File: src/rtl/beverage_vend_ctrl.sv
// Vending transaction sequencer: collects coins into a credit counter,
// validates a product selection against price and stock, drives the
// dispenser handshake and pays leftover credit back in 50-cent units.
module beverage_vend_ctrl #(
    parameter int PRICE_UNITS  = 3,
    parameter int MAX_UNITS    = 6,
    parameter int NUM_PRODUCTS = 4
) (
    input  logic                    clk,
    input  logic                    rst_n,
    input  logic [1:0]              coin,
    input  logic                    cancel,
    input  logic                    sel_valid,
    input  logic [1:0]              sel_id,
    input  logic [NUM_PRODUCTS-1:0] stock_empty,
    input  logic                    disp_ack,
    input  logic                    chg_ack,
    output logic                    disp_req,
    output logic [1:0]              disp_id,
    output logic                    chg_req,
    output logic                    coin_reject,
    output logic                    sel_err,
    output logic [2:0]              credit,
    output logic                    busy
);

    localparam logic [1:0] S_IDLE   = 2'd0;
    localparam logic [1:0] S_CREDIT = 2'd1;
    localparam logic [1:0] S_VEND   = 2'd2;
    localparam logic [1:0] S_CHANGE = 2'd3;

    logic [1:0] state, state_nxt;
    logic [2:0] credit_q, credit_nxt;
    logic [1:0] disp_id_q, disp_id_nxt;
    logic       coin_reject_q, coin_reject_nxt;
    logic       sel_err_q, sel_err_nxt;

    logic [3:0] empty_pad;
    logic [1:0] coin_val;
    logic [3:0] coin_sum;
    logic       cancel_take;
    logic       sel_ok;

    // Decode coin value, pad stock flags (missing products read as empty),
    // and evaluate cancel / selection acceptance on the registered credit.
    always_comb begin
        empty_pad = 4'b1111;
        empty_pad[NUM_PRODUCTS-1:0] = stock_empty;
        case (coin)
            2'b01:   coin_val = 2'd1;
            2'b10:   coin_val = 2'd2;
            default: coin_val = 2'd0;
        endcase
        // 4-bit sum so a near-full credit cannot wrap past the limit check
        coin_sum    = {1'b0, credit_q} + {2'b00, coin_val};
        cancel_take = (state == S_CREDIT) && cancel;
        sel_ok      = (state == S_CREDIT) && sel_valid && !cancel &&
                      (credit_q >= 3'(PRICE_UNITS)) && !empty_pad[sel_id];
    end

    // Next-state, credit and pulse-output computation.
    always_comb begin
        state_nxt       = state;
        credit_nxt      = credit_q;
        disp_id_nxt     = disp_id_q;
        coin_reject_nxt = 1'b0;
        sel_err_nxt     = 1'b0;
        case (state)
            S_IDLE, S_CREDIT: begin
                // IDLE refuses any selection; CREDIT refuses it unless cancel wins
                if (sel_valid && ((state == S_IDLE) || (!cancel && !sel_ok)))
                    sel_err_nxt = 1'b1;
                if (coin == 2'b11) begin
                    coin_reject_nxt = 1'b1;
                end else if (coin_val != 2'd0) begin
                    // a coin arriving alongside a vend or cancel goes back to the customer
                    if (sel_ok || cancel_take) begin
                        coin_reject_nxt = 1'b1;
                    end else if (coin_sum <= 4'(MAX_UNITS)) begin
                        credit_nxt = coin_sum[2:0];
                        state_nxt  = S_CREDIT;
                    end else begin
                        coin_reject_nxt = 1'b1;
                    end
                end
                if (sel_ok) begin
                    credit_nxt  = credit_q - 3'(PRICE_UNITS);
                    disp_id_nxt = sel_id;
                    state_nxt   = S_VEND;
                end else if (cancel_take) begin
                    state_nxt = S_CHANGE;
                end
            end
            S_VEND: begin
                coin_reject_nxt = (coin != 2'b00);
                if (disp_ack)
                    state_nxt = (credit_q != 3'd0) ? S_CHANGE : S_IDLE;
            end
            default: begin
                coin_reject_nxt = (coin != 2'b00);
                if (chg_ack) begin
                    credit_nxt = credit_q - 3'd1;
                    if (credit_q == 3'd1)
                        state_nxt = S_IDLE;
                end
            end
        endcase
    end

    // State and output registers; reset aborts any transaction and drops credit.
    always_ff @(posedge clk or negedge rst_n) begin
        if (!rst_n) begin
            state         <= S_IDLE;
            credit_q      <= 3'd0;
            disp_id_q     <= 2'd0;
            coin_reject_q <= 1'b0;
            sel_err_q     <= 1'b0;
        end else begin
            state         <= state_nxt;
            credit_q      <= credit_nxt;
            disp_id_q     <= disp_id_nxt;
            coin_reject_q <= coin_reject_nxt;
            sel_err_q     <= sel_err_nxt;
        end
    end

    assign disp_req    = (state == S_VEND);
    assign chg_req     = (state == S_CHANGE);
    assign busy        = disp_req | chg_req;
    assign disp_id     = disp_id_q;
    assign credit      = credit_q;
    assign coin_reject = coin_reject_q;
    assign sel_err     = sel_err_q;

endmodule

File: config.mk
export PLATFORM = sky130hd
export DESIGN_NAME = beverage_vend_ctrl
export DESIGN_NICKNAME = d
export VERILOG_FILES = /design/src/rtl/beverage_vend_ctrl.sv
export SDC_FILE = /design/constraint.sdc
export NUM_CORES = 1
export LEC_CHECK = 0
export ABC_AREA = 1
export CORE_MARGIN = 4
export CORE_UTILIZATION = 40
export DETAILED_ROUTE_END_ITERATION = 10
export GPL_TIMING_DRIVEN = 0
export PLACE_DENSITY_LB_ADDON = 0.15
export SETUP_SLACK_MARGIN = 0.5
export SLEW_MARGIN = 25
export SYNTH_ARGS = -nofsm -noshare
export SYNTH_HDL_FRONTEND = slang
export SYNTH_SLANG_ARGS = --single-unit
export TNS_END_PERCENT = 10
File: constraint.sdc
create_clock -name clk -period 1.9 [get_ports clk]
set_clock_uncertainty 0.05 [all_clocks]
set_input_delay 0.38 -clock clk [delete_from_list [all_inputs] [get_ports clk]]
set_output_delay 0.38 -clock clk [all_outputs]
set_load 0.05 [all_outputs]
# Word level (Yosys, flattened, before mapping)
# Index checks and enable logic that the tools add are counted.
totals:
  reg_bits: 9
  output_inout_bits: 10
  inputBits: 14
classes:
  order_cmp: 3
  n_mux: 28
  n_bitwise: 2
  n_addsub: 3
  reduce_logical: 23
  eq_ne: 16
op_table:
  columns: ["cell", "n"]
  rows:
  - ["two-way mux 2 bit", 10]
  - ["two-way mux 3 bit", 6]
  - ["!= test 4 bit (second input constant)", 4]
  - ["!= test 3 bit (second input constant)", 4]
  - ["nonzero test 3 bit", 3]
  - ["equality test 2 bit (second input constant)", 4]
  - ["two-way mux 1 bit", 8]
  - ["one-hot mux 2 bit (2 select lines)", 2]
  - ["logical AND 1 bit", 7]
  - ["AND reduction 7 bit", 1]
  - ["one-hot mux 3 bit (2 select lines)", 1]
  - ["AND reduction 6 bit", 1]
  - ["nonzero test 2 bit", 3]
  - ["adder 3 x 2 -> 4 bit", 1]
  - ["equality test 2 x 1 -> 1 bit (second input constant)", 2]
  - ["<= comparator 4 x 3 -> 1 bit (second input constant)", 1]
  - ["equality test 3 x 1 -> 1 bit (second input constant)", 1]
  - [">= comparator 3 x 2 -> 1 bit (second input constant)", 1]
  - ["logical NOT 1 bit", 3]
  - ["less-than comparator 2 x 3 -> 1 bit (second input constant)", 1]
  - ["subtractor 3 x 1 -> 3 bit (second input constant)", 1]
  - ["subtractor 3 x 2 -> 3 bit (second input constant)", 1]
  - ["binary-select mux 1 bit (select 2 bit)", 1]
  - ["logical NOT 2 bit", 1]
  - ["6 further kinds", 7]

# Longest topological paths before layout
# Gate-level depths: netlist of run 1.
depth:
  depth_word: 12
  ltp_mapped: 15

# Worst setup path before layout of run 1
# Ideal clock, no wire load.
synth_timing:
  path_kind: "register -> register"
  from: "register credit_q[0] (netlist: credit[0])"
  to: "register credit_q[2] (netlist: credit[2])"
  setup_ns: 0.067
  n_path_buf: 0
  stages_incl_launch_ff: 13
  arrival_time_ns: 2.105
  path_slack_ns: -0.321
  path_cell_list: "dfrtp_1 -> ha_1 -> inv_1 -> fa_1 -> nor2_1 -> nand3_2 -> nand3_1 -> nand2_1 -> nand2_2 -> nand2_1 -> nand2_1 -> nand2_1 -> nand2_1"
synth_between:
  elab_chain_len: 7
synth_lines:
  columns: ["item", "line", "rtl"]
  rows:
  - ["start, declared", "33", "logic [2:0] credit_q, credit_nxt;"]
  - ["start signal, assigned", "120", "credit_q <= credit_nxt;"]
  - ["parallel branches: the longest is 7 deep, another holds adder 3 x 2 -> 4 bit", null, null]
# Parallel ways; which one is timed is not known. The select of a mux whose other input is x is not followed.
# A chain may end at the register's enable or synchronous reset.

# Final worst setup path of run 1
layout_timing:
  from: "input port coin[1]"
  to: "register credit_q[1] (netlist: credit[1])"
layout_between:
  elab_chain_len: 9
layout_lines:
  columns: ["item", "line", "rtl"]
  rows:
  - ["start, declared", "11", "input logic [1:0] coin,"]
  - ["parallel branches: the longest is 9 deep, another holds adder 3 x 2 -> 4 bit", null, null]
# Parallel ways; which one is timed is not known. The select of a mux whose other input is x is not followed.

==> results.json, run 1 <==
{
  "yosysTopAreaCell": "dfrtp_1",
  "rr_endpoint": "coin_reject$_DFF_PN0_",
  "grt_pass1_vias": 906,
  "instances_no_fill": 195,
  "firstDrtPassIters": 6,
  "crit_slowest_cell": "fa_2",
  "hold_path_class": "in -> async",
  "synth-main-ff-cell": "dfrtp_1",
  "arrival_ns": 1.96,
  "fin_total_pwr_uw": 2010,
  "dpl_cell_area_sq_mm": 0.00122,
  "start_util_pct": 42.4,
  "rows": 17,
  "final_hold_viol_count": 0,
  "die_area_sq_mm": 0.00318,
  "core_sq_mm": 0.00221,
  "syn_inst": 135,
  "synth_area_sq_um": 938,
  "placed_cells": 186,
  "setup-violations-final": 0,
  "synth_area_per_cell_sq_um": 6.95,
  "grt_overflow_total": 0,
  "tns_ns": 0,
  "peakVddDrop_mv": 0.894,
  "holdBufCountCts": 0,
  "layout_min_cycle_time_ns": 1.87,
  "grt_pass1_wl_mm": 3.69,
  "die_h_um": 56.4,
  "synth-seq-area-share_pct": 24.0,
  "yosysMostFrequentCell": "nand2_1",
  "fin_nets": 194,
  "dr_total_vias": 914,
  "drive_gt1_share_pct": 31.7,
  "cp.required_ns": 1.99,
  "groute.usage.overall_pct": 14.7,
  "synth.top_cells.by_count": "nand2_1, inv_1, ha_1",
  "pwr_density_cell_mw_per_mm2": 1520,
  "cts_buffers": 3,
  "ys_top_cells_by_area": "dfrtp_1, nand2_1, ha_1",
  "ant_nets": 0,
  "worstPathCellList": "buf_4 -> inv_4 -> ha_4 -> ha_4 -> inv_2 -> fa_2 -> nor2_2 -> nand3_2 -> nand3_2 -> nand2_2 -> nand2_4 -> nand2_2 -> nand2_2 -> nand2_1 -> nand2_1",
  "port_buffers": 23,
  "synth_fp_nets": 161,
  "numClockSinks": 9,
  "endpoint_kind": "flop",
  "path_clk_slew_ns": 0.07,
  "grt_max_degree": 11,
  "gpl.final_weighted_congestion": 0.798,
  "synth-seq-cells": 9,
  "path_max_fanout": 3,
  "tightest_slew_ns": 0.486,
  "crit_start": "coin[1]",
  "synth_edf_count": 0,
  "antenna_found_initial": 0,
  "r2r_slack_ns": 0.05,
  "synth_warnings": 0,
  "fin_crit_sh_pct": 98.2,
  "synth_top_area_share_pct": 24.0,
  "cts_buffer_depth": 2,
  "synth-async-reset-ratio_pct": 100,
  "wl_per_cell_um": 10.9,
  "criticalPathCategory": "in -> reg",
  "drc": 0,
  "synth.distinct_cells": 24,
  "fmax_mhz": 536,
  "hpwl_mm": 1.66,
  "p_leak_uw": 0.000687,
  "die_w_um": 56.4,
  "wl_mm": 2.13,
  "clock_latency_ns": 0.26,
  "drt_iter0_drc": 12,
  "cap_viol_max_count": 0,
  "slew_viol_final": 0,
  "cts_root_buf": "clkbuf_4",
  "start_kind": "primary input",
  "cpMostUsedCell": "nand2_2",
  "syn_to_final_growth_pct": 40.7,
  "reg2reg_depth": 10,
  "io_pins": 24,
  "finish.instance_area_sq_mm": 0.00132,
  "maxSlewHeadroom_pct": 67.7,
  "avgViaCountPerCell": 4.69,
  "cts_tree": "yes",
  "antenna_cells": 0,
  "rsz0062_at_grt": "true",
  "critPathMaxStageDelay_ns": 0.54,
  "worstReg2RegStart": "credit[0]$_DFFE_PN0P_",
  "htree_levels": 1,
  "status": "completed"
}
==> placed cells by master, fill, tap and decap left out, types with 3 or more instances in the layout <==
cell type / n
a21oi_1: 4
buf_2: 5
buf_4: 5
buf_6: 5
clkbuf_4: 3
clkdlybuf4s50_1: 11
dfrtp_1: 7
ha_1: 8
inv_1: 22
inv_2: 5
nand2_1: 37
nand2_2: 7
nand3_1: 4
nand3_2: 3
nor2_1: 8
nor2_2: 3
nor2_4: 4
o21ai_0: 4
==> cell families (layout without fill, tap and decap cells) <==
group                    after synthesis  count (layout)  share of synthesized area, %
buffers and inverters                 30              62                          12.8
adder cells (fa/ha/maj)               12              12                          16.8
flip-flops                             9               9                          24.0
AND/OR/NAND/NOR                       71              71                          37.3
AO/OA/AOI/OAI                         12              12                          8.13
XOR/XNOR                               1               1                         0.934
==> registers in the layout, summed over array words and instances, names as in the netlist <==
name         cells
disp_id          2
sel_err          1
state            2
credit           3
coin_reject      1
==> power by group <==
| part | total (uW) | switching, uW | internal, uW | leakage [uW] |
|---|---|---|---|---|
| combinational | 1490 | 936 | 553 | 0.000563 |
| clock | 147 | 66.0 | 80.8 | 0.0000150 |
| sequential | 376 | 90.1 | 286 | 0.000110 |
| total | 2010 | 1090 | 920 | 0.000687 |
==> timing repair <==
item / in CTS / in global routing
gates resized for setup: 67 / 18
setup buffers: 3 / 2
pin swaps: 12 / 7
endpoints found under the setup margin: 19 / 17
==> per-layer routing <==
metal  wire [um]  track usage (%)
met5           0                0
met2        1090             25.4
met4          10             4.41
met1         933             16.9
met3          93             4.83
==> worst max-delay path by stage <==
stage / end / cells past startpoint / slack (ns)
after CTS: credit[1]$_DFFE_PN0P_ / 12 / -0.02
after global routing: credit[0]$_DFFE_PN0P_ / 11 / -0.10
after detailed placement: credit[2]$_DFFE_PN0P_ / 15 / -0.79
final: credit[1]$_DFFE_PN0P_ / 15 / 0.03
after global placement: credit[2]$_DFFE_PN0P_ / 15 / -0.70
after floorplan: credit[2]$_DFFE_PN0P_ / 15 / -0.11
==> metrics by stage <==
| stage | hold slack, ns | worst slack (ns) | utilization [%] |
|---|---|---|---|
| detailed placement | 0.428 | -0.790 | 55.2 |
| finish | 0.375 | 0.0340 | 59.7 |
| global placement | 0.421 | -0.696 | 55.2 |
| global route | 0.398 | -0.102 | 59.7 |
| floorplan | 0.0344 | -0.106 | - |
| CTS | 0.381 | -0.0231 | 58.3 |
==> critical path, delay by kind of cell <==
kind / cells / cell delay, ns
adders and majority gates: 3 / 0.80
and+or+nand+nor: 9 / 0.54
buffers and inverters: 3 / 0.22
==> layout make-up <==
type	count	area, sq um
multi-input combinational	96	652
inverter	28	108
timing repair buffer	28	256
sequential	9	228
tap	28	35.0
clock buffer	4	26.3
fill	222	892
buffer	2	15.0
(Power assumes the default switching activity.)
==> run 2, diff against run 1 <==
CAP_MARGIN = 20   (was not set)
CORE_UTILIZATION = 43   (was 40)
==> results.json, run 2 (synthesis gave the netlist of run 1 again) <==
{
  "cp.required_ns": 2.04,
  "critical_path_buf_inv_count": 3,
  "antenna_found_initial": 0,
  "avgViaCountPerCell": 4.79,
  "fin_crit_sh_pct": 100,
  "fill_cells": 181,
  "crit_slowest_cell": "fa_1",
  "place_ws_ns": -0.771,
  "start_kind": "primary input",
  "grt_pass1_vias": 900,
  "clock_latency_ns": 0.25,
  "cts_buffer_depth": 2,
  "die_w_um": 54.7,
  "cap_viol_max_count": 0,
  "violations": "setup timing",
  "rows": 16,
  "antenna_cells": 0,
  "wl_per_cell_um": 11.7,
  "wl_mm": 2.30,
  "worstPathCellList": "buf_2 -> inv_2 -> ha_4 -> ha_4 -> inv_2 -> fa_1 -> nor2_2 -> nand3_2 -> nand3_2 -> nand2_2 -> nand2_2 -> nand2_1 -> nand2_2 -> nand2_1 -> nand2_1",
  "htree_levels": 1,
  "firstDrtPassIters": 4,
  "final_hold_viol_count": 0,
  "path_clk_slew_ns": 0.06,
  "fin_nets": 197,
  "status": "finished with violations",
  "layout_min_cycle_time_ns": 1.90,
  "largest_register_ffs": 3,
  "numClockSinks": 9,
  "rsz0062_at_grt": "true",
  "pwr_density_cell_mw_per_mm2": 1530,
  "die_area_sq_mm": 0.00299,
  "hold_path_class": "in -> async",
  "die_h_um": 54.7,
  "critPathMaxStageDelay_ns": 0.48,
  "core_sq_mm": 0.00202,
  "peakVddDrop_mv": 0.761,
  "dr_total_vias": 943,
  "maxSlewHeadroom_pct": 67.6,
  "criticalPathCategory": "in -> reg",
  "slew_viol_final": 0,
  "setup_ws_ns": -0.00318,
  "hpwl_mm": 1.69,
  "crit_family": "adder cells",
  "tightest_slew_ns": 0.487,
  "arrival_ns": 2.04,
  "start_util_pct": 46.4,
  "groute.usage.overall_pct": 15.9,
  "p_leak_uw": 0.000698,
  "path_max_fanout": 3,
  "setup-violations-final": 3,
  "drt_iter0_drc": 24,
  "drive_gt1_share_pct": 30.0,
  "grt_overflow_total": 0,
  "fin_total_pwr_uw": 2020,
  "cts_buffers": 3,
  "grt_max_degree": 11,
  "io_pins": 24,
  "drc": 0,
  "final_cell_mix": "nand2_1, inv_1, clkdlybuf4s50_1",
  "cts_root_buf": "clkbuf_4",
  "endpoint_kind": "flop",
  "final_common_cell": "nand2_1",
  "gpl.final_weighted_congestion": 0.776,
  "grt_pass1_wl_mm": 3.48,
  "cts_tree": "yes",
  "port_buffers": 23,
  "ant_nets": 0,
  "syn_to_final_growth_pct": 40.4,
  "fmax_mhz": 525
}
==> run 2: area by class of cell <==
class / count / area, sq um / share of cell area [%]
inverter: 28 / 105 / 7.98
buffer: 2 / 15.0 / 1.14
sequential: 9 / 228 / 17.3
timing repair buffer: 31 / 270 / 20.5
tap: 27 / 33.8 / 2.56
multi-input combinational: 96 / 639 / 48.5
clock buffer: 4 / 26.3 / 1.99
==> run 2: worst paths after layout <==
path                            cells after the start  slack (ns)                   start                     end
worst max-delay path                               15      -0.003                 coin[1]   credit[0]$_DFFE_PN0P_
min in group clk                                    2        0.44  disp_id[1]$_DFFE_PN0P_  disp_id[1]$_DFFE_PN0P_
worst min-delay path                                1        0.37                   rst_n       sel_err$_DFF_PN0_
max in group asynchronous                           1        1.12                   rst_n   credit[0]$_DFFE_PN0P_
worst min register to register                      2        0.44  disp_id[1]$_DFFE_PN0P_  disp_id[1]$_DFFE_PN0P_
worst max register to register                     12        0.02   credit[0]$_DFFE_PN0P_   credit[0]$_DFFE_PN0P_
==> run 2: per-layer routing <==
layer / up-vias / wire length [um] / track usage (%)
met5: - / 0 / 0
met4: 0 / 9 / 4.98
met3: 2 / 121 / 1.36
met2: 25 / 1180 / 30.7
met1: 440 / 983 / 17.8
li1: 476 / - / -
==> run 2: where the power goes <==
part / leakage, uW / internal (uW) / total, uW / switching [uW]
Combinational: 0.000573 / 551 / 1500 / 950
Sequential: 0.000110 / 286 / 378 / 91.7
Clock: 0.0000150 / 80.7 / 144 / 63.2
==> run 2: what timing repair did <==
action,4_1_cts,5_1_grt
pin swaps,13,8
hold buffers,0,0
buffers inserted,4,4
resized for setup,58,6
setup endpoints to repair,19,16
==> run 2: metrics by stage <==
| stage | hold WS, ns | TNS [ns] | std cells | utilization, % | cell area, sq um |
|---|---|---|---|---|---|
| after global placement | 0.421 | -4.09 | 185 | 60.3 | 1220 |
| after floorplan | 0.0344 | -0.411 | 135 | - | 956 |
| after CTS | 0.382 | -0.0643 | 193 | 63.6 | 1280 |
| final | 0.370 | -0.00788 | 197 | 65.2 | 1320 |
| after global routing | 0.402 | -0.467 | 197 | 65.2 | 1320 |
| after detailed placement | 0.430 | -4.35 | 185 | 60.3 | 1220 |
==> run 3, diff against run 2 <==
ABC_CLOCK_PERIOD_IN_PS = 1900   (was not set)
CTS_BUF_LIST = sky130_fd_sc_hd__clkbuf_16   (was not set)
==> results.json, run 3 (synthesis gave the netlist of run 1 again) <==
{
  "groute.usage.overall_pct": 16.8,
  "place_ws_ns": -0.771,
  "path_clk_slew_ns": 0.04,
  "multiInputGateArea_sq_um": 654,
  "worstPathCellList": "buf_6 -> inv_4 -> ha_4 -> ha_4 -> inv_2 -> fa_2 -> nor2_2 -> nand3_2 -> nand3_2 -> nand2_2 -> nand2_2 -> nand2_1 -> nand2_2 -> nand2_1 -> nand2_1",
  "crit_family": "adder cells",
  "numClockSinks": 9,
  "die_w_um": 54.7,
  "path_max_fanout": 3,
  "critical_path_buf_inv_count": 3,
  "peakVddDrop_mv": 0.928,
  "dr_total_vias": 955,
  "core_sq_mm": 0.00202,
  "cp.required_ns": 1.97,
  "io_pins": 24,
  "hpwl_mm": 1.69,
  "antenna_found_initial": 0,
  "avgViaCountPerCell": 4.87,
  "wl_per_cell_um": 11.8,
  "wl_mm": 2.31,
  "grt_pass1_wl_mm": 3.55,
  "criticalPathCategory": "in -> reg",
  "pwr_density_cell_mw_per_mm2": 1620,
  "final_hold_viol_count": 0,
  "firstDrtPassIters": 4,
  "cts_buffer_depth": 2,
  "fill_cells": 167,
  "setup_ws_ns": 0.0184,
  "die_area_sq_mm": 0.00299,
  "grt_pass1_vias": 916,
  "postLayoutCoreUtil_pct": 69.2,
  "clock_latency_ns": 0.24,
  "final_cell_mix": "nand2_1, inv_1, clkdlybuf4s50_1",
  "cts_tree": "yes",
  "rsz0062_at_grt": "true",
  "endpoint_kind": "flop",
  "die_h_um": 54.7,
  "drt_iter0_drc": 25,
  "start_kind": "primary input",
  "start_util_pct": 46.4,
  "syn_to_final_growth_pct": 49.1,
  "cts_root_buf": "clkbuf_16",
  "p_leak_uw": 0.000722,
  "fin_nets": 196,
  "cts_buffers": 3,
  "status": "completed",
  "antenna_cells": 0,
  "maxSlewHeadroom_pct": 67.7,
  "hold_path_class": "in -> async",
  "final_common_cell": "nand2_1",
  "gpl.final_weighted_congestion": 0.776,
  "rows": 16,
  "ant_nets": 0,
  "drc": 0,
  "drive_gt1_share_pct": 31.4,
  "largest_register_ffs": 3,
  "fmax_mhz": 531,
  "holdBufCountCts": 0,
  "htree_levels": 1,
  "slew_viol_final": 0,
  "arrival_ns": 1.95,
  "layout_min_cycle_time_ns": 1.88,
  "grt_max_degree": 11,
  "cap_viol_max_count": 0,
  "seq_area_sq_um": 228,
  "tightest_slew_ns": 0.486,
  "grt_overflow_total": 0,
  "fin_crit_sh_pct": 99.0,
  "port_buffers": 23,
  "crit_slowest_cell": "fa_2",
  "critPathMaxStageDelay_ns": 0.53,
  "setup-violations-final": 0
}
-- run 3: cell types whose count changed in the layout (fill, tap and decap cells not counted) --
cell             change
buf_2                -3
buf_4                -1
buf_6                +1
clkbuf_1             -1
clkbuf_16            +3
clkbuf_4             -3
clkdlybuf4s15_2      +2
fa_1                 -1
fa_2                 +1
ha_1                 -1
ha_4                 +1
inv_4                +1
-- run 3: where the power goes --
part	internal (uW)	leakage (uW)	switching (uW)	total [uW]
logic	567	0.000570	948	1520
clock network	275	0.0000423	91.7	366
registers	287	0.000110	92.2	379
total	1130	0.000722	1130	2260
-- run 3: cell type report --
class / count / area share, %
clock inverter: 1 / 0.268
sequential: 9 / 16.3
timing repair buffer: 30 / 20.1
inverter: 28 / 7.69
tap: 27 / 2.42
clock buffer: 3 / 5.37
buffer: 2 / 1.07
multi-input combinational: 96 / 46.8
-- run 3: worst paths after layout --
check / from / to / slack [ns] / depth (start not counted)
max: coin[1] / credit[0]$_DFFE_PN0P_ / 0.02 / 15
min: rst_n / sel_err$_DFF_PN0_ / 0.39 / 1
max reg2reg: credit[1]$_DFFE_PN0P_ / credit[0]$_DFFE_PN0P_ / 0.03 / 11
min reg2reg: disp_id[1]$_DFFE_PN0P_ / disp_id[1]$_DFFE_PN0P_ / 0.43 / 2
max in group asynchronous: rst_n / credit[0]$_DFFE_PN0P_ / 1.09 / 1
min in group clk: disp_id[1]$_DFFE_PN0P_ / disp_id[1]$_DFFE_PN0P_ / 0.43 / 2
-- run 3: what timing repair did --
action | CTS | global route
gates resized for setup | 56 | 10
endpoints found under the setup margin | 19 | 16
setup buffers | 4 | 3
pin swaps | 14 | 9
-- run 3: through the flow --
step                instance area (sq um)  TNS, ns  std cells  total power (uW)  hold slack, ns
floorplan                             956   -0.411        135              1380          0.0344
global placement                     1220    -4.09        185              1720           0.421
detailed placement                   1220    -4.35        185              1760           0.430
CTS                                  1360  -0.0505        193              2200           0.406
global route                         1400   -0.138        196              2440           0.437
finish                               1400        0        196              2260           0.394
-- run 3: layer usage --
layer	vias to the layer above	GRT usage (%)	share of wire [%]
met1	435	16.9	40
met5	-	0	0
met3	6	3.54	6.7
li1	474	-	-
met4	0	10.8	2.5
met2	40	30.7	50
-- run 3: worst reg2reg max path: cells and delay by family (launching register included) --
kind	cells	cell delay [ns]
flops	1	0.41
simple gates	9	0.57
fa+ha+maj	1	0.60
buf+inv	1	0.12
